## src/rtl/pipeline_pkg.sv

```systemverilog
// rtl/pipeline_pkg.sv - shared types and constants for the pipeline hazard logic
//
// Purpose: common definitions imported by hazard_unit and its helpers.
//   hz_state_t          vector-memory occupancy FSM states
//   REG_W_DEF           default register specifier width
//   VEC_MEM_CYCLES_DEF  default MEM-stage occupancy of one vector load/store
//   SCALAR_ZERO_REG     scalar register that is hardwired to zero
package pipeline_pkg;

  typedef enum logic {
    IDLE     = 1'b0,
    VEC_BUSY = 1'b1
  } hz_state_t;

  localparam int REG_W_DEF          = 5;
  localparam int VEC_MEM_CYCLES_DEF = 4;

  // Writes to scalar x0 are discarded, so a dependency on it is never real.
  localparam int SCALAR_ZERO_REG    = 0;

endpackage

```

## src/rtl/hazard_unit_sat_counter.sv

```systemverilog
// rtl/hazard_unit_sat_counter.sv - saturating event counter with synchronous clear
//
// Purpose: counts single-cycle events, sticking at all-ones.
// Ports:
//   clk    in   pipeline clock (falling-edge active, like the segment registers)
//   rst    in   asynchronous active-low reset
//   inc    in   count one event this cycle
//   clr    in   synchronous clear; wins over inc
//   count  out  current count
module sat_counter #(
  parameter int CNT_W = 32
) (
  input  logic             clk,
  input  logic             rst,
  input  logic             inc,
  input  logic             clr,
  output logic [CNT_W-1:0] count
);

  always_ff @(negedge clk or negedge rst) begin
    if (!rst) begin
      count <= '0;
    end else if (clr) begin
      // An event coincident with a clear is dropped.
      count <= '0;
    end else if (inc && (count != '1)) begin
      count <= count + CNT_W'(1);
    end
  end

endmodule

```

## src/rtl/hazard_unit.sv

```systemverilog
// rtl/hazard_unit.sv - stall/flush control for the IF/ID, ID/EX, EX/MEM, MEM/WB segments
//
// Purpose: inspects the control fields presented by the ID/EX and EX/MEM
// segments and drives their hold (stall) and bubble (flush) inputs for
// load-use hazards, multi-cycle vector memory ops and taken branches.
// Ports:
//   clk                          in   pipeline clock, state moves on the falling edge
//   rst                          in   asynchronous active-low reset
//   rs1_id, rs2_id               in   source specifiers of the ID instruction
//   use_rs1_id, use_rs2_id       in   ID instruction reads rs1 / rs2
//   src_vec_id                   in   ID sources are vector registers
//   RS3_ex                       in   destination specifier of the EX instruction
//   MemRead_ex                   in   EX instruction is a load
//   RegWriteS_ex, RegWriteV_ex   in   EX instruction writes a scalar / vector register
//   branch_taken_ex              in   branch resolved taken in EX
//   EnableRead_mem               in   vector load present in MEM
//   EnableWrite_mem              in   vector store present in MEM
//   perf_clr                     in   synchronous clear of both counters
//   stall_if, stall_id, stall_ex out  hold PC, IF/ID, ID/EX
//   flush_if_id, flush_id_ex,
//   flush_mem_wb                 out  bubble into the named segment
//   mem_busy                     out  vector op is holding MEM
//   stall_count, flush_count     out  saturating performance counters
module hazard_unit
  import pipeline_pkg::*;
#(
  parameter int VEC_MEM_CYCLES = VEC_MEM_CYCLES_DEF,
  parameter int REG_W          = REG_W_DEF,
  parameter int CNT_W          = 32
) (
  input  logic             clk,
  input  logic             rst,
  input  logic [REG_W-1:0] rs1_id,
  input  logic [REG_W-1:0] rs2_id,
  input  logic             use_rs1_id,
  input  logic             use_rs2_id,
  input  logic             src_vec_id,
  input  logic [REG_W-1:0] RS3_ex,
  input  logic             MemRead_ex,
  input  logic             RegWriteS_ex,
  input  logic             RegWriteV_ex,
  input  logic             branch_taken_ex,
  input  logic             EnableRead_mem,
  input  logic             EnableWrite_mem,
  input  logic             perf_clr,
  output logic             stall_if,
  output logic             stall_id,
  output logic             stall_ex,
  output logic             flush_if_id,
  output logic             flush_id_ex,
  output logic             flush_mem_wb,
  output logic             mem_busy,
  output logic [CNT_W-1:0] stall_count,
  output logic [CNT_W-1:0] flush_count
);

  if ((VEC_MEM_CYCLES < 2) || (VEC_MEM_CYCLES > 255)) begin : g_bad_vec_cycles
    $error("hazard_unit: VEC_MEM_CYCLES must be in 2..255");
  end

  // The start cycle is already a stall, and the final (cnt==0) cycle is
  // not, so the counter covers the N-2 cycles in between.
  localparam logic [7:0] CNT_INIT = 8'(VEC_MEM_CYCLES - 2);

  hz_state_t  state;
  logic [7:0] cnt;

  logic vec_start;
  logic vec_stall;
  logic rs1_hit;
  logic rs2_hit;
  logic class_ok;
  logic zero_dest;
  logic load_use;

  // ------------------------------------------------------------------
  // Vector memory occupancy
  // ------------------------------------------------------------------
  // vec_start only fires from IDLE, so an op still sitting in MEM while
  // VEC_BUSY cannot restart the window.
  assign vec_start = (state == IDLE) && (EnableRead_mem || EnableWrite_mem);
  assign vec_stall = vec_start || ((state == VEC_BUSY) && (cnt != 8'd0));

  always_ff @(negedge clk or negedge rst) begin
    if (!rst) begin
      state <= IDLE;
      cnt   <= 8'd0;
    end else begin
      case (state)
        IDLE: begin
          if (vec_start) begin
            state <= VEC_BUSY;
            cnt   <= CNT_INIT;
          end
        end
        VEC_BUSY: begin
          // At cnt==0 the held op leaves MEM on this edge.
          if (cnt != 8'd0) begin
            cnt <= cnt - 8'd1;
          end else begin
            state <= IDLE;
          end
        end
        default: begin
          state <= IDLE;
          cnt   <= 8'd0;
        end
      endcase
    end
  end

  // ------------------------------------------------------------------
  // Load-use detection
  // ------------------------------------------------------------------
  assign rs1_hit   = use_rs1_id && (rs1_id == RS3_ex);
  assign rs2_hit   = use_rs2_id && (rs2_id == RS3_ex);
  assign class_ok  = (RegWriteS_ex && !src_vec_id) || (RegWriteV_ex && src_vec_id);
  // Only the scalar file has a hardwired zero; vector register 0 is real.
  assign zero_dest = !src_vec_id && (RS3_ex == REG_W'(SCALAR_ZERO_REG));
  assign load_use  = MemRead_ex && (rs1_hit || rs2_hit) && class_ok && !zero_dest;

  // ------------------------------------------------------------------
  // Stall / flush priority
  // ------------------------------------------------------------------
  always_comb begin
    stall_if     = 1'b0;
    stall_id     = 1'b0;
    stall_ex     = 1'b0;
    flush_if_id  = 1'b0;
    flush_id_ex  = 1'b0;
    flush_mem_wb = 1'b0;
    mem_busy     = 1'b0;
    if (!rst) begin
      // Outputs stay quiet for the whole reset, whatever the inputs do.
    end else if (vec_stall) begin
      // EX is held, so a taken branch there is simply seen again on release.
      stall_if     = 1'b1;
      stall_id     = 1'b1;
      stall_ex     = 1'b1;
      flush_mem_wb = 1'b1;
      mem_busy     = 1'b1;
    end else if (branch_taken_ex) begin
      // ID holds a wrong-path instruction, so its load-use hazard is moot.
      flush_if_id = 1'b1;
      flush_id_ex = 1'b1;
    end else if (load_use) begin
      // One bubble puts the load in MEM; forwarding handles the rest.
      stall_if    = 1'b1;
      stall_id    = 1'b1;
      flush_id_ex = 1'b1;
    end
  end

  // ------------------------------------------------------------------
  // Performance counters
  // ------------------------------------------------------------------
  sat_counter #(.CNT_W(CNT_W)) u_stall_cnt (
    .clk   (clk),
    .rst   (rst),
    .inc   (stall_if),
    .clr   (perf_clr),
    .count (stall_count)
  );

  sat_counter #(.CNT_W(CNT_W)) u_flush_cnt (
    .clk   (clk),
    .rst   (rst),
    .inc   (flush_if_id),
    .clr   (perf_clr),
    .count (flush_count)
  );

endmodule

```

## config.mk

```make
export PLATFORM = sky130hd
export DESIGN_NAME = hazard_unit
export DESIGN_NICKNAME = d
export VERILOG_FILES = /design/src/rtl/pipeline_pkg.sv /design/src/rtl/hazard_unit_sat_counter.sv /design/src/rtl/hazard_unit.sv
export SDC_FILE = /design/constraint.sdc
export NUM_CORES = 1
export LEC_CHECK = 0
export ABC_AREA = 1
export BUFFER_PORTS_ARGS = -buffer_cell sky130_fd_sc_hd__buf_2
export CAP_MARGIN = 20
export CORE_MARGIN = 10
export CORE_UTILIZATION = 30
export CTS_CLUSTER_DIAMETER = 50
export DETAILED_ROUTE_END_ITERATION = 10
export GPL_ROUTABILITY_DRIVEN = 0
export MAX_ROUTING_LAYER = met4
export PLACE_DENSITY_LB_ADDON = 0.08
export SYNTH_ARGS = -nofsm -noshare
export SYNTH_HDL_FRONTEND = slang
export SYNTH_HIERARCHICAL = 1
export SYNTH_SLANG_ARGS = --single-unit
export TNS_END_PERCENT = 20
```

## constraint.sdc

```tcl
create_clock -name clk -period 6.2 [get_ports clk]
set_input_delay 0.93 -clock clk [delete_from_list [all_inputs] [get_ports clk]]
set_output_delay 0.93 -clock clk [all_outputs]
set_load 0.03 [all_outputs]
```

# --- Yosys cells after proc, flatten, opt, wreduce, memory -nomap -nowiden ---
# Index checks and enable logic that the tools add are counted.
op_classes:
  div_mod_pow: 0
  n_eq_ne: 6
  n_reduce_logical: 23
  n_mux: 22
  bitwise: 1
  shift: 0
  n_lt_le_gt_ge: 0
  multipliers: 0
  addsub: 3
ops:
  columns: ["op", "n"]
  rows:
  - ["$mux 32", 4]
  - ["$add 32x1->32 const B", 2]
  - ["$ne 32x32->1 const B", 2]
  - ["$mux 8", 2]
  - ["$pmux 8 s2", 1]
  - ["$mux 1", 14]
  - ["$logic_and 1x1->1", 12]
  - ["$eq 5x5->1", 2]
  - ["$reduce_bool 8->1", 1]
  - ["$sub 8x1->8 const B", 1]
  - ["$logic_not 5->1", 1]
  - ["$logic_or 1x1->1", 4]
  - ["$reduce_bool 2->1", 2]
  - ["$logic_not 1->1", 2]
  - ["$ne 2x1->1 const B", 1]
  - ["$ne 2x2->1 const B", 1]
  - ["$pmux 1 s2", 1]
  - ["$reduce_and 2->1", 1]
  - ["$not 1->1", 1]
word_totals:
  ramBits: 0
  in_bits: 27
  memories: 0
  reg_bits: 73
  out_inout_bits: 71
  mem_bits_ro: 0
  latchBits: 0

# --- Depth between registers and ports, before layout ---
# Gate-level depths: netlist of the first run.
logic_depth:
  depth_word: 13
  ltp_mapped: 14

# --- Cells and area by module ---
# Netlist of the first run, hierarchy kept.
modules_own_cells:
  columns: ["mod", "n_inst", "area_each_um2", "cells_each", "seq_area_each_um2"]
  rows:
  - ["sat_counter", 2, 2243.4, 345, 800.8]
  - ["hazard_unit", 1, 779.5, 134, 225.2]

==> impl_metrics.xml, run 1 <==
<?xml version="1.0" encoding="UTF-8"?>
<metrics>
  <group name="detailed_routing">
    <metric name="starting_drt_drc_count" unit="">313</metric>
    <metric name="via_per_inst" unit="">4.50</metric>
    <metric name="antenna_violating_nets_post_route" unit="">0</metric>
    <metric name="first_pass_iters" unit="">5</metric>
    <metric name="wire_per_inst" unit="µm">14.4</metric>
    <metric name="drc_errors" unit="">0</metric>
    <metric name="drt-total-wl" unit="mm">16.6</metric>
    <metric name="vias" unit="">5170</metric>
  </group>
  <group name="critical_path">
    <metric name="cp-end-kind" unit="">output pin</metric>
    <metric name="startpoint_of_the_worst_slack_reg_to_reg_timing_path" unit="">cnt[0]</metric>
    <metric name="critical_path.max_fanout" unit="">12</metric>
    <metric name="worst-endpoint-required" unit="ps">5270</metric>
    <metric name="setup_crit_start_kind" unit="">register</metric>
    <metric name="setup.worst_path.start" unit="">cnt[0]</metric>
    <metric name="setup.worst_path.class" unit="">register to output pin</metric>
    <metric name="timing.critical_path.arrival" unit="ps">5110</metric>
  </group>
  <group name="final_layout">
    <metric name="instances_no_fill" unit="">1149</metric>
    <metric name="layout_cell_share_with_drive_strength_beyond_1" unit="">0.167</metric>
    <metric name="synthToLayoutAreaGrowth" unit="%">17.9</metric>
    <metric name="n_antenna_cell" unit="">0</metric>
    <metric name="design_area" unit="µm²">6210</metric>
    <metric name="number_of_nets_in_the_layout" unit="">951</metric>
  </group>
  <group name="global_route">
    <metric name="globalRouteOverflowTotal" unit="">0</metric>
    <metric name="grt_pass1_wl" unit="mm">27.5</metric>
    <metric name="grt_pass1_vias" unit="">5233</metric>
    <metric name="antenna_found_initial" unit="">0</metric>
    <metric name="gr-usage-all-layers" unit="">0.148</metric>
    <metric name="largest_net_degree_at_the_start_of_global_routing" unit="">49</metric>
  </group>
  <group name="synth">
    <metric name="syn_area" unit="µm²">5270</metric>
    <metric name="synth_fa_ha_area_frac" unit="">0.00713</metric>
    <metric name="area_fraction_in_compound_gates_after_synthesis" unit="">0.0506</metric>
    <metric name="ys_ff_latch" unit="">73</metric>
    <metric name="synth.net_count" unit="">854</metric>
    <metric name="yosysSeqAreaShare" unit="">0.347</metric>
    <metric name="synthesis.yosys.warnings" unit="">6</metric>
    <metric name="main_combinational_cell_family_by_area_after_synthesis" unit="">simple AND/OR/NAND/NOR gates</metric>
    <metric name="synth_simple_gate_area_share" unit="">0.468</metric>
    <metric name="netlist_top_cells_area" unit="">sky130_fd_sc_hd__dfrtn_1, sky130_fd_sc_hd__nand2_1, sky130_fd_sc_hd__nor2_1, sky130_fd_sc_hd__nand3_1, sky130_fd_sc_hd__inv_1</metric>
    <metric name="mux_cell_area_share_after_synthesis" unit="">0</metric>
    <metric name="yosysTopAreaCellShare" unit="">0.347</metric>
    <metric name="postSynthCellCount" unit="">824</metric>
    <metric name="post_synth.cell_area_avg" unit="µm²">6.39</metric>
    <metric name="synth_largest_area_cell" unit="">sky130_fd_sc_hd__dfrtn_1</metric>
    <metric name="synth_xor_area_frac" unit="">0.0349</metric>
    <metric name="synth.lib_cells_used.distinct" unit="">30</metric>
  </group>
  <group name="clock_network">
    <metric name="cts.htree.levels" unit="">3</metric>
    <metric name="clk_pin_slew" unit="ps">40</metric>
    <metric name="clock_path_buffers" unit="">2</metric>
    <metric name="worst_skew_pair.late_latency" unit="ps">350</metric>
    <metric name="numClockSinks" unit="">73</metric>
    <metric name="post_cts_hold_buffer_count" unit="">0</metric>
    <metric name="clock_tree.root_cell" unit="">sky130_fd_sc_hd__clkbuf_16</metric>
    <metric name="cts_tree" unit="">built</metric>
    <metric name="num_cts_buffers" unit="">9</metric>
  </group>
  <group name="sta">
    <metric name="setup_total_negative_slack" unit="ps">0</metric>
    <metric name="fin_skew" unit="ps">5.59</metric>
    <metric name="report.final.hold_viol_count" unit="">0</metric>
    <metric name="report.final.slew_viol_count" unit="">0</metric>
    <metric name="finalSetupViolCount" unit="">0</metric>
    <metric name="timing.max_slew.rel_slack" unit="">0.548</metric>
    <metric name="worst_pin_slew" unit="ps">677</metric>
    <metric name="grt_setup_unrepaired" unit="">false</metric>
  </group>
  <group name="floorplan">
    <metric name="chipWidth" unit="µm">152</metric>
    <metric name="die-height" unit="µm">152</metric>
    <metric name="fp.coreArea" unit="µm²">17200</metric>
    <metric name="std_cell_rows" unit="">48</metric>
    <metric name="die_outline_area" unit="µm²">23300</metric>
    <metric name="initial_core_util" unit="">0.306</metric>
    <metric name="boundaryPins" unit="">98</metric>
  </group>
  <group name="job">
    <metric name="max_cap_violations" unit="">0</metric>
  </group>
  <group name="place">
    <metric name="numPlacedInstances" unit="">1134</metric>
    <metric name="post_dp_cell_area" unit="µm²">5940</metric>
    <metric name="detail_placement_hpwl" unit="mm">12.5</metric>
    <metric name="numPortBuffers" unit="">97</metric>
  </group>
  <group name="power_and_ir_drop">
    <metric name="powerDensity" unit="nW/µm²">166</metric>
    <metric name="power.leakage" unit="nW">3.17</metric>
    <metric name="largest_voltage_drop_on_the_vdd_net" unit="V">0.000129</metric>
  </group>
  <group name="min_path">
    <metric name="hold_start" unit="">cnt[0]</metric>
    <metric name="hp-class" unit="">register to register</metric>
  </group>
  <group name="run_status">
    <metric name="outcome" unit="">finished, final reports clean</metric>
  </group>
</metrics>
[final timing paths]
path                                         endpoint  slack [ps]  cells past startpoint
worst min register to register                 cnt[0]         460                      1
worst min-delay path                           cnt[0]         460                      1
worst max-delay path                      flush_id_ex         160                      9
max in group asynchronous        u_flush_cnt/count[1]        1550                      3
min in group asynchronous                      cnt[4]        3370                      1
worst max register to register  u_stall_cnt/count[13]        3950                     12
[final cells by class]
| type | instances | area [µm²] |
|---|---|---|
| tap | 225 | 282 |
| fill | 1905 | 11000 |
| inverter | 88 | 330 |
| sequential | 73 | 1830 |
| clock inverter | 1 | 5.00 |
| clock buffer | 13 | 240 |
| multi-input combinational | 643 | 2970 |
| timing repair buffer | 106 | 558 |
[metrics by stage]
step                       util  hold slack [ps]  setup WS [ps]  power [mW]
after floorplan               -              419            412       0.533
after global placement    0.345              485            209       0.565
after detailed placement  0.345              469            231       0.565
after CTS                 0.360              470           12.9        1.05
after global routing      0.360              506           4.97        1.08
final                     0.360              459            163        1.03
[power breakdown]
group | switching [mW] | internal (mW) | leakage [nW]
Clock | 0.207 | 0.267 | 0.120
Combinational | 0.0535 | 0.0192 | 2.06
Sequential | 0.00153 | 0.481 | 0.995
Total | 0.262 | 0.767 | 3.17
[synth_stat cells]
cell	n
sky130_fd_sc_hd__nand2_1	316
sky130_fd_sc_hd__nor2_1	122
sky130_fd_sc_hd__nor2_8	2
sky130_fd_sc_hd__xnor2_1	8
sky130_fd_sc_hd__nand3_1	79
sky130_fd_sc_hd__nor3_1	1
sky130_fd_sc_hd__a21oi_1	10
sky130_fd_sc_hd__o21ai_2	1
sky130_fd_sc_hd__xor2_1	13
sky130_fd_sc_hd__o22ai_1	2
sky130_fd_sc_hd__o21ai_1	23
sky130_fd_sc_hd__clkbuf_1	4
sky130_fd_sc_hd__inv_1	84
sky130_fd_sc_hd__buf_2	2
sky130_fd_sc_hd__o21ai_0	13
sky130_fd_sc_hd__buf_1	2
sky130_fd_sc_hd__ha_1	3
sky130_fd_sc_hd__nand3b_1	2
sky130_fd_sc_hd__nand4_1	17
sky130_fd_sc_hd__nand2_8	2
sky130_fd_sc_hd__buf_4	3
sky130_fd_sc_hd__a22oi_1	2
sky130_fd_sc_hd__nand2_4	6
sky130_fd_sc_hd__nand2_2	7
sky130_fd_sc_hd__inv_2	4
sky130_fd_sc_hd__dfrtn_1	73
sky130_fd_sc_hd__nor2_4	4
sky130_fd_sc_hd__buf_6	9
sky130_fd_sc_hd__nor2_2	8
sky130_fd_sc_hd__or2_2	2
[critical path: stages (launching register included)]
cell and delay (ps):
sky130_fd_sc_hd__dfrtn_1 360, sky130_fd_sc_hd__inv_1 60, sky130_fd_sc_hd__ha_1 200, sky130_fd_sc_hd__nand2_1 130, sky130_fd_sc_hd__o21ai_4 210, sky130_fd_sc_hd__nand2_4 130, sky130_fd_sc_hd__nor2_1 160, sky130_fd_sc_hd__nand2_1 120
sky130_fd_sc_hd__nand2_1 80, sky130_fd_sc_hd__buf_2 210
[registers in the layout, indices dropped and copies added (netlist names)]
name and count:
state 1, u_stall_cnt/count 32, cnt 8, u_flush_cnt/count 32
[logic make-up (layout without fill, tap and decap cells)]
group / Yosys count / after routing
buffers and inverters: 108 / 208
DFF: 73 / 73
xor gates and xnor gates: 21 / 21
adders and majority gates: 3 / 3
and+or+nand+nor: 568 / 568
AOI/OAI and AO/OA: 51 / 51
[layout by cell type, fill, tap and decap left out, types with 2 or more instances in the layout]
cell,Yosys,final
sky130_fd_sc_hd__buf_4,3,10
sky130_fd_sc_hd__o21ai_0,13,13
sky130_fd_sc_hd__a22oi_1,2,2
sky130_fd_sc_hd__nor2_8,2,2
sky130_fd_sc_hd__a21oi_1,10,10
sky130_fd_sc_hd__clkbuf_16,0,9
sky130_fd_sc_hd__inv_1,84,83
sky130_fd_sc_hd__nor2_1,122,122
sky130_fd_sc_hd__nand3_1,79,79
sky130_fd_sc_hd__nand2_8,2,2
sky130_fd_sc_hd__nand3b_1,2,2
sky130_fd_sc_hd__ha_1,3,3
sky130_fd_sc_hd__dfrtn_1,73,73
sky130_fd_sc_hd__nand2_4,6,7
sky130_fd_sc_hd__o22ai_1,2,2
sky130_fd_sc_hd__nand2_1,316,315
sky130_fd_sc_hd__clkbuf_1,4,4
sky130_fd_sc_hd__nor2_4,4,4
sky130_fd_sc_hd__xor2_1,13,13
sky130_fd_sc_hd__xnor2_1,8,8
sky130_fd_sc_hd__nor2_2,8,8
sky130_fd_sc_hd__nand2_2,7,7
sky130_fd_sc_hd__o21ai_1,23,23
sky130_fd_sc_hd__buf_2,2,95
sky130_fd_sc_hd__nand4_1,17,17
sky130_fd_sc_hd__inv_2,4,5
sky130_fd_sc_hd__or2_2,2,2
[metal layers]
layer	up-vias	track usage	routed length [µm]
li1	2762	-	-
met1	2279	0.194	8340
met2	112	0.229	7400
met3	17	0.0237	594
met4	0	0.0454	229
met5	-	-	0
[repair_timing]
action                     in CTS  in global routing
buffers inserted                0                  1
resized for setup               3                  2
setup endpoints to repair       1                  4
pin swaps                       0                  1
Power figures use the tool's default switching activity.
==> run 2: changes to the inputs <==
Settings changed: SYNTH_HIERARCHICAL 1 to not set.
==> run 2 against run 1 <==
Combinational power rose to 2.9 times the previous value; sequential share of layout area fell by 1.6 points; global-route usage rose by 0.29 points; setup slack improved by 150 ps; register-to-register slack got worse by 330 ps; synthesized cell count fell by 1.6%.
==> impl_metrics.xml, run 2 <==
<?xml version="1.0" encoding="UTF-8"?>
<metrics>
  <group name="detailed_routing">
    <metric name="drc_errors" unit="">0</metric>
    <metric name="first_pass_iters" unit="">5</metric>
    <metric name="antenna_violating_nets_post_route" unit="">0</metric>
    <metric name="starting_drt_drc_count" unit="">249</metric>
    <metric name="drt-total-wl" unit="mm">17.5</metric>
    <metric name="vias" unit="">5351</metric>
    <metric name="wire_per_inst" unit="µm">15.4</metric>
    <metric name="via_per_inst" unit="">4.72</metric>
  </group>
  <group name="synth">
    <metric name="syn_area" unit="µm²">5630</metric>
    <metric name="synth_largest_area_cell" unit="">sky130_fd_sc_hd__dfrtn_1</metric>
    <metric name="synth.net_count" unit="">841</metric>
    <metric name="post_synth.cell_area_avg" unit="µm²">6.94</metric>
    <metric name="yosys_most_used_dff" unit="">sky130_fd_sc_hd__dfrtn_1</metric>
    <metric name="yosysSeqAreaShare" unit="">0.325</metric>
    <metric name="netlist_top_cells_area" unit="">sky130_fd_sc_hd__dfrtn_1, sky130_fd_sc_hd__nand2_1, sky130_fd_sc_hd__nand3_1, sky130_fd_sc_hd__nor2_1, sky130_fd_sc_hd__inv_1</metric>
    <metric name="ys_ff_latch" unit="">73</metric>
    <metric name="synthesis.yosys.warnings" unit="">0</metric>
    <metric name="postSynthCellCount" unit="">811</metric>
    <metric name="synth.most_common_cell" unit="">sky130_fd_sc_hd__nand2_1</metric>
    <metric name="async_flop_share" unit="">1.00</metric>
    <metric name="synth.lib_cells_used.distinct" unit="">38</metric>
    <metric name="synth_commonest_cells" unit="">sky130_fd_sc_hd__nand2_1, sky130_fd_sc_hd__nor2_1, sky130_fd_sc_hd__nand3_1</metric>
    <metric name="yosysTopAreaCellShare" unit="">0.325</metric>
    <metric name="number_of_enable_flip_flop_cells_after_synthesis" unit="">0</metric>
  </group>
  <group name="clock_network">
    <metric name="clk_pin_slew" unit="ps">50</metric>
    <metric name="post_cts_hold_buffer_count" unit="">0</metric>
    <metric name="cts_setup_buffers" unit="">0</metric>
    <metric name="clock_path_buffers" unit="">2</metric>
    <metric name="clock_tree.root_cell" unit="">sky130_fd_sc_hd__clkbuf_16</metric>
    <metric name="numClockSinks" unit="">73</metric>
    <metric name="cts_tree" unit="">built</metric>
    <metric name="cts.htree.levels" unit="">3</metric>
    <metric name="num_cts_buffers" unit="">9</metric>
    <metric name="worst_skew_pair.late_latency" unit="ps">350</metric>
    <metric name="resized_after_cts" unit="">0</metric>
  </group>
  <group name="critical_path">
    <metric name="cp-end-kind" unit="">output pin</metric>
    <metric name="critical_path.cell_chain" unit="">inv_1 &gt; ha_1 &gt; nand4_4 &gt; nand2_4 &gt; inv_4 &gt; nor3_1 &gt; buf_2</metric>
    <metric name="critical_path.max_fanout" unit="">7</metric>
    <metric name="setup.worst_path.start" unit="">cnt[0]</metric>
    <metric name="critical-path-slowest-cell" unit="">sky130_fd_sc_hd__dfrtn_1</metric>
    <metric name="setup_crit_start_kind" unit="">register</metric>
    <metric name="timing.critical_path.arrival" unit="ps">4960</metric>
    <metric name="startpoint_of_the_worst_slack_reg_to_reg_timing_path" unit="">u_stall_cnt.count[0]</metric>
    <metric name="worst-endpoint-required" unit="ps">5270</metric>
    <metric name="setup.worst_path.class" unit="">register to output pin</metric>
    <metric name="timing.critical_path.slowest_cell_delay" unit="ps">320</metric>
  </group>
  <group name="floorplan">
    <metric name="die_outline_area" unit="µm²">24600</metric>
    <metric name="std_cell_rows" unit="">50</metric>
    <metric name="fp.coreArea" unit="µm²">18600</metric>
    <metric name="chipWidth" unit="µm">157</metric>
    <metric name="die-height" unit="µm">157</metric>
    <metric name="initial_core_util" unit="">0.303</metric>
    <metric name="boundaryPins" unit="">98</metric>
  </group>
  <group name="final_layout">
    <metric name="largest_registers" unit="">u_flush_cnt.count (32), u_stall_cnt.count (32), cnt (8)</metric>
    <metric name="layout_cell_share_with_drive_strength_beyond_1" unit="">0.190</metric>
    <metric name="filler_cell_count" unit="">2034</metric>
    <metric name="synthToLayoutAreaGrowth" unit="%">16.9</metric>
    <metric name="mostFrequentLayoutCells" unit="">sky130_fd_sc_hd__nand2_1, sky130_fd_sc_hd__nor2_1, sky130_fd_sc_hd__buf_2, sky130_fd_sc_hd__nand3_1, sky130_fd_sc_hd__inv_1</metric>
    <metric name="number_of_nets_in_the_layout" unit="">925</metric>
    <metric name="end_of_flow_core_utilization" unit="">0.354</metric>
    <metric name="n_antenna_cell" unit="">0</metric>
    <metric name="layout_commonest_cell" unit="">sky130_fd_sc_hd__nand2_1</metric>
  </group>
  <group name="global_route">
    <metric name="largest_net_degree_at_the_start_of_global_routing" unit="">53</metric>
    <metric name="gr-usage-all-layers" unit="">0.151</metric>
    <metric name="grt_pass1_vias" unit="">5297</metric>
    <metric name="globalRouteOverflowTotal" unit="">0</metric>
    <metric name="grt_pass1_wl" unit="mm">29.1</metric>
    <metric name="antenna_found_initial" unit="">0</metric>
  </group>
  <group name="power_and_ir_drop">
    <metric name="finalPower" unit="mW">1.33</metric>
    <metric name="power.leakage" unit="nW">3.33</metric>
    <metric name="largest_voltage_drop_on_the_vdd_net" unit="V">0.000135</metric>
    <metric name="powerDensity" unit="nW/µm²">202</metric>
  </group>
  <group name="sta">
    <metric name="timing.max_slew.rel_slack" unit="">0.529</metric>
    <metric name="worst_pin_slew" unit="ps">707</metric>
    <metric name="grt_setup_unrepaired" unit="">false</metric>
    <metric name="finalSetupViolCount" unit="">0</metric>
    <metric name="setup_total_negative_slack" unit="ps">0</metric>
    <metric name="report.final.slew_viol_count" unit="">0</metric>
    <metric name="fin_skew" unit="ps">6.00</metric>
    <metric name="report.final.hold_viol_count" unit="">0</metric>
  </group>
  <group name="min_path">
    <metric name="hold_start" unit="">u_stall_cnt.count[31]</metric>
    <metric name="hp-class" unit="">register to register</metric>
  </group>
  <group name="place">
    <metric name="detail_placement_hpwl" unit="mm">12.9</metric>
    <metric name="numPortBuffers" unit="">97</metric>
  </group>
  <group name="job">
    <metric name="max_cap_violations" unit="">0</metric>
  </group>
  <group name="run_status">
    <metric name="outcome" unit="">finished, final reports clean</metric>
  </group>
</metrics>
-- run 2: changes by cell type in the layout (fill, tap and decap cells not counted), moves of 8 or more --
cell,before,now
sky130_fd_sc_hd__xor2_1,13,31
sky130_fd_sc_hd__a21oi_1,10,2
sky130_fd_sc_hd__nand3_2,0,21
sky130_fd_sc_hd__o21ai_1,23,0
sky130_fd_sc_hd__nand4_1,17,37
sky130_fd_sc_hd__xnor2_1,8,16
sky130_fd_sc_hd__nand3b_1,2,24
sky130_fd_sc_hd__o21ai_0,13,2
sky130_fd_sc_hd__nor3_1,1,14
sky130_fd_sc_hd__nand2_1,315,254
sky130_fd_sc_hd__nor2_1,122,101
-- run 2: layer usage --
| layer | vias to the layer above | share of wire | wire length (µm) | track usage |
|---|---|---|---|---|
| li1 | 2766 | - | - | - |
| met1 | 2481 | 0.51 | 8880 | 0.214 |
| met2 | 92 | 0.44 | 7700 | 0.218 |
| met3 | 12 | 0.037 | 650 | 0.0199 |
| met4 | 0 | 0.012 | 216 | 0.0454 |
| met5 | - | 0 | 0 | - |
-- run 2: path summary, 6_finish.rpt --
| kind | slack [ps] | cells past startpoint | endpoint |
|---|---|---|---|
| worst max-delay path | 310 | 7 | flush_id_ex |
| worst min-delay path | 510 | 2 | u_stall_cnt.count[31] |
| worst max register to register | 3620 | 9 | u_stall_cnt.count[2] |
| worst min register to register | 510 | 2 | u_stall_cnt.count[31] |
| max in group asynchronous | 1760 | 2 | u_stall_cnt.count[9] |
| min in group asynchronous | 3440 | 1 | cnt[2] |
-- run 2: kinds of logic after synthesis --
group / count (synthesis) / synth area share
adders and majority gates: 3 / 0.00667
buffers and inverters: 116 / 0.0963
and+or+nand+nor: 562 / 0.486
AOI/OAI and AO/OA: 10 / 0.0129
xor gates and xnor gates: 47 / 0.0732
DFF: 73 / 0.325
-- run 2: where the power goes --
part	total [mW]	leakage (nW)	switching [mW]	internal (mW)
Clock	0.573	0.153	0.212	0.361
Combinational	0.210	2.18	0.137	0.0733
Sequential	0.543	0.998	0.0321	0.511
Total	1.33	3.33	0.381	0.946
-- run 2: final cells by class --
cell class                      instances  area [µm²]  area share
Multi-Input combinational cell        622        3260       0.495
Sequential cell                        73        1830       0.278
Clock inverter                          3        65.1     0.00989
Tap cell                              234         293      0.0445
Timing Repair Buffer                  104         566      0.0860
Inverter                               85         324      0.0493
Clock buffer                           12         246      0.0375
-- run 2: critical path: cells and delay by family, from the launching register on --
kind	cells	cell delay [ps]
flops	1	320
simple gates	3	450
buf+inv	3	440
fa+ha+maj	1	300
-- run 2: metrics by stage --
step           hold WS, ps  instance area (µm²)  setup slack (ps)  instances
2_1_floorplan          459                 5630               457        811
3_3_place_gp           509                 6270               510       1118
3_5_place_dp           514                 6270               529       1118
4_1_cts                515                 6580               255       1133
5_1_grt                542                 6580               146       1133
6_report               509                 6580               314       1133
==> run 3: changes to the inputs <==
Settings changed: PLACE_DENSITY set to 0.56, PLACE_DENSITY_LB_ADDON 0.08 to not set.
==> run 3 against run 2 <==
Final area shrank 0.67%; critical path depth stayed put; via count is 0.39% higher; power shrank 5.0%; sequential power is essentially flat; critical endpoint unchanged; final cell count unchanged; global-route usage shrank 1.2 points; clock power shrank 12%; flip-flop and latch count unchanged; critical path type unchanged; first-iteration DRC count up 13%.
==> impl_metrics.xml, run 3 (synthesis gave the netlist of run 2 again) <==
<?xml version="1.0" encoding="UTF-8"?>
<metrics>
  <group name="run_status">
    <metric name="outcome" unit="">finished, final reports clean</metric>
  </group>
  <group name="detailed_routing">
    <metric name="wire_per_inst" unit="µm">14.6</metric>
    <metric name="via_per_inst" unit="">4.74</metric>
    <metric name="drt-total-wl" unit="mm">16.5</metric>
    <metric name="first_pass_iters" unit="">5</metric>
    <metric name="starting_drt_drc_count" unit="">281</metric>
    <metric name="drc_errors" unit="">0</metric>
    <metric name="vias" unit="">5372</metric>
    <metric name="antenna_violating_nets_post_route" unit="">0</metric>
  </group>
  <group name="critical_path">
    <metric name="setup.worst_path.class" unit="">register to output pin</metric>
    <metric name="critical_path.max_fanout" unit="">7</metric>
    <metric name="critical-path-top-delay-family" unit="">simple AND/OR/NAND/NOR gates</metric>
    <metric name="setup_crit_start_kind" unit="">register</metric>
    <metric name="timing.critical_path.slowest_cell_delay" unit="ps">320</metric>
    <metric name="path_buf_inv" unit="">3</metric>
    <metric name="critical_path.cell_chain" unit="">inv_1 &gt; ha_1 &gt; nand4_4 &gt; nand2_4 &gt; inv_4 &gt; nor3_1 &gt; buf_2</metric>
    <metric name="timing.critical_path.arrival" unit="ps">5000</metric>
    <metric name="cp-end-kind" unit="">output pin</metric>
    <metric name="worst-endpoint-required" unit="ps">5270</metric>
    <metric name="critical-path-slowest-cell" unit="">sky130_fd_sc_hd__dfrtn_1</metric>
  </group>
  <group name="sta">
    <metric name="layout_setup_ws" unit="ps">269</metric>
    <metric name="hold_ws" unit="ps">503</metric>
    <metric name="timing.max_slew.rel_slack" unit="">0.498</metric>
    <metric name="setup_total_negative_slack" unit="ps">0</metric>
    <metric name="grt_setup_unrepaired" unit="">false</metric>
    <metric name="worst_pin_slew" unit="ps">754</metric>
    <metric name="report.final.slew_viol_count" unit="">0</metric>
    <metric name="finalSetupViolCount" unit="">0</metric>
    <metric name="report.final.hold_viol_count" unit="">0</metric>
    <metric name="fin_skew" unit="ps">6.52</metric>
  </group>
  <group name="place">
    <metric name="numPlacedInstances" unit="">1117</metric>
    <metric name="numPortBuffers" unit="">97</metric>
    <metric name="detail_placement_hpwl" unit="mm">12.1</metric>
    <metric name="place_worst_setup_slack" unit="ps">548</metric>
  </group>
  <group name="global_route">
    <metric name="antenna_found_initial" unit="">0</metric>
    <metric name="gr-usage-all-layers" unit="">0.139</metric>
    <metric name="grt_pass1_wl" unit="mm">27.2</metric>
    <metric name="grt_pass1_vias" unit="">5262</metric>
    <metric name="globalRouteOverflowTotal" unit="">0</metric>
    <metric name="largest_net_degree_at_the_start_of_global_routing" unit="">64</metric>
  </group>
  <group name="clock_network">
    <metric name="numClockSinks" unit="">73</metric>
    <metric name="cts_tree" unit="">built</metric>
    <metric name="clock_path_buffers" unit="">2</metric>
    <metric name="cts_setup_buffers" unit="">0</metric>
    <metric name="num_cts_buffers" unit="">9</metric>
    <metric name="clk_pin_slew" unit="ps">50</metric>
    <metric name="clock_tree.root_cell" unit="">sky130_fd_sc_hd__clkbuf_16</metric>
    <metric name="resized_after_cts" unit="">0</metric>
    <metric name="cts.htree.levels" unit="">3</metric>
    <metric name="post_cts_hold_buffer_count" unit="">0</metric>
    <metric name="worst_skew_pair.late_latency" unit="ps">350</metric>
  </group>
  <group name="floorplan">
    <metric name="std_cell_rows" unit="">50</metric>
    <metric name="chipWidth" unit="µm">157</metric>
    <metric name="initial_core_util" unit="">0.303</metric>
    <metric name="fp.coreArea" unit="µm²">18600</metric>
    <metric name="die-height" unit="µm">157</metric>
    <metric name="boundaryPins" unit="">98</metric>
    <metric name="die_outline_area" unit="µm²">24600</metric>
  </group>
  <group name="final_layout">
    <metric name="n_antenna_cell" unit="">0</metric>
    <metric name="layout_cell_share_with_drive_strength_beyond_1" unit="">0.190</metric>
    <metric name="layout_commonest_cell" unit="">sky130_fd_sc_hd__nand2_1</metric>
    <metric name="mostFrequentLayoutCells" unit="">sky130_fd_sc_hd__nand2_1, sky130_fd_sc_hd__nor2_1, sky130_fd_sc_hd__buf_2, sky130_fd_sc_hd__nand3_1, sky130_fd_sc_hd__inv_1</metric>
    <metric name="number_of_nets_in_the_layout" unit="">924</metric>
    <metric name="instances_no_fill" unit="">1133</metric>
    <metric name="synthToLayoutAreaGrowth" unit="%">16.1</metric>
    <metric name="largest_registers" unit="">u_flush_cnt.count (32), u_stall_cnt.count (32), cnt (8)</metric>
  </group>
  <group name="power_and_ir_drop">
    <metric name="largest_voltage_drop_on_the_vdd_net" unit="V">0.000147</metric>
    <metric name="finalPower" unit="mW">1.26</metric>
    <metric name="powerDensity" unit="nW/µm²">193</metric>
    <metric name="power.leakage" unit="nW">3.31</metric>
  </group>
  <group name="min_path">
    <metric name="hp-class" unit="">register to register</metric>
  </group>
  <group name="job">
    <metric name="max_cap_violations" unit="">0</metric>
  </group>
</metrics>
## run 3: stage by stage
stage,utilization,cell area (µm²)
5_1_grt,0.352,6530
3_3_place_gp,0.337,6260
4_1_cts,0.352,6530
3_5_place_dp,0.337,6260
6_report,0.352,6530
2_1_floorplan,-,5630
## run 3: path summary, 6_finish.rpt
check	startpoint	endpoint	slack, ps	cells after the start
min in group asynchronous	rst	state	3400	1
worst max register to register	u_stall_cnt.count[0]	u_stall_cnt.count[6]	3720	9
worst min-delay path	u_flush_cnt.count[22]	u_flush_cnt.count[22]	500	2
worst max-delay path	cnt[0]	flush_id_ex	270	7
max in group asynchronous	rst	u_stall_cnt.count[1]	1830	2
worst min register to register	u_flush_cnt.count[22]	u_flush_cnt.count[22]	500	2
## run 3: final cells by class
| class | instances | area (µm²) |
|---|---|---|
| fillers | 2035 | 12000 |
| multi-input cells | 622 | 3260 |
| flip-flops and latches | 73 | 1830 |
| repair buffers | 103 | 558 |
| inverters | 85 | 324 |
| well taps | 234 | 293 |
| clock buffers | 13 | 260 |
| clock inverters | 3 | 15.0 |
## run 3: report_power, final
part / total [mW] / switching (mW) / leakage, nW / internal (mW)
logic: 0.212 / 0.139 / 2.17 / 0.0733
clock network: 0.506 / 0.214 / 0.139 / 0.291
registers: 0.543 / 0.0313 / 0.998 / 0.511
## run 3: tightest hold or removal path, stage by stage, from the launching register on
cell	delay, ps
sky130_fd_sc_hd__dfrtn_1	440
sky130_fd_sc_hd__nand3_1	80
sky130_fd_sc_hd__nand2_1	60
## run 3: layer usage
layer | GRT usage | vias up | share of wire
met3 | 0.0251 | 20 | 0.038
met4 | 0.0436 | 0 | 0.015
met2 | 0.218 | 99 | 0.47
li1 | - | 2755 | -
met5 | - | - | 0
met1 | 0.179 | 2498 | 0.48
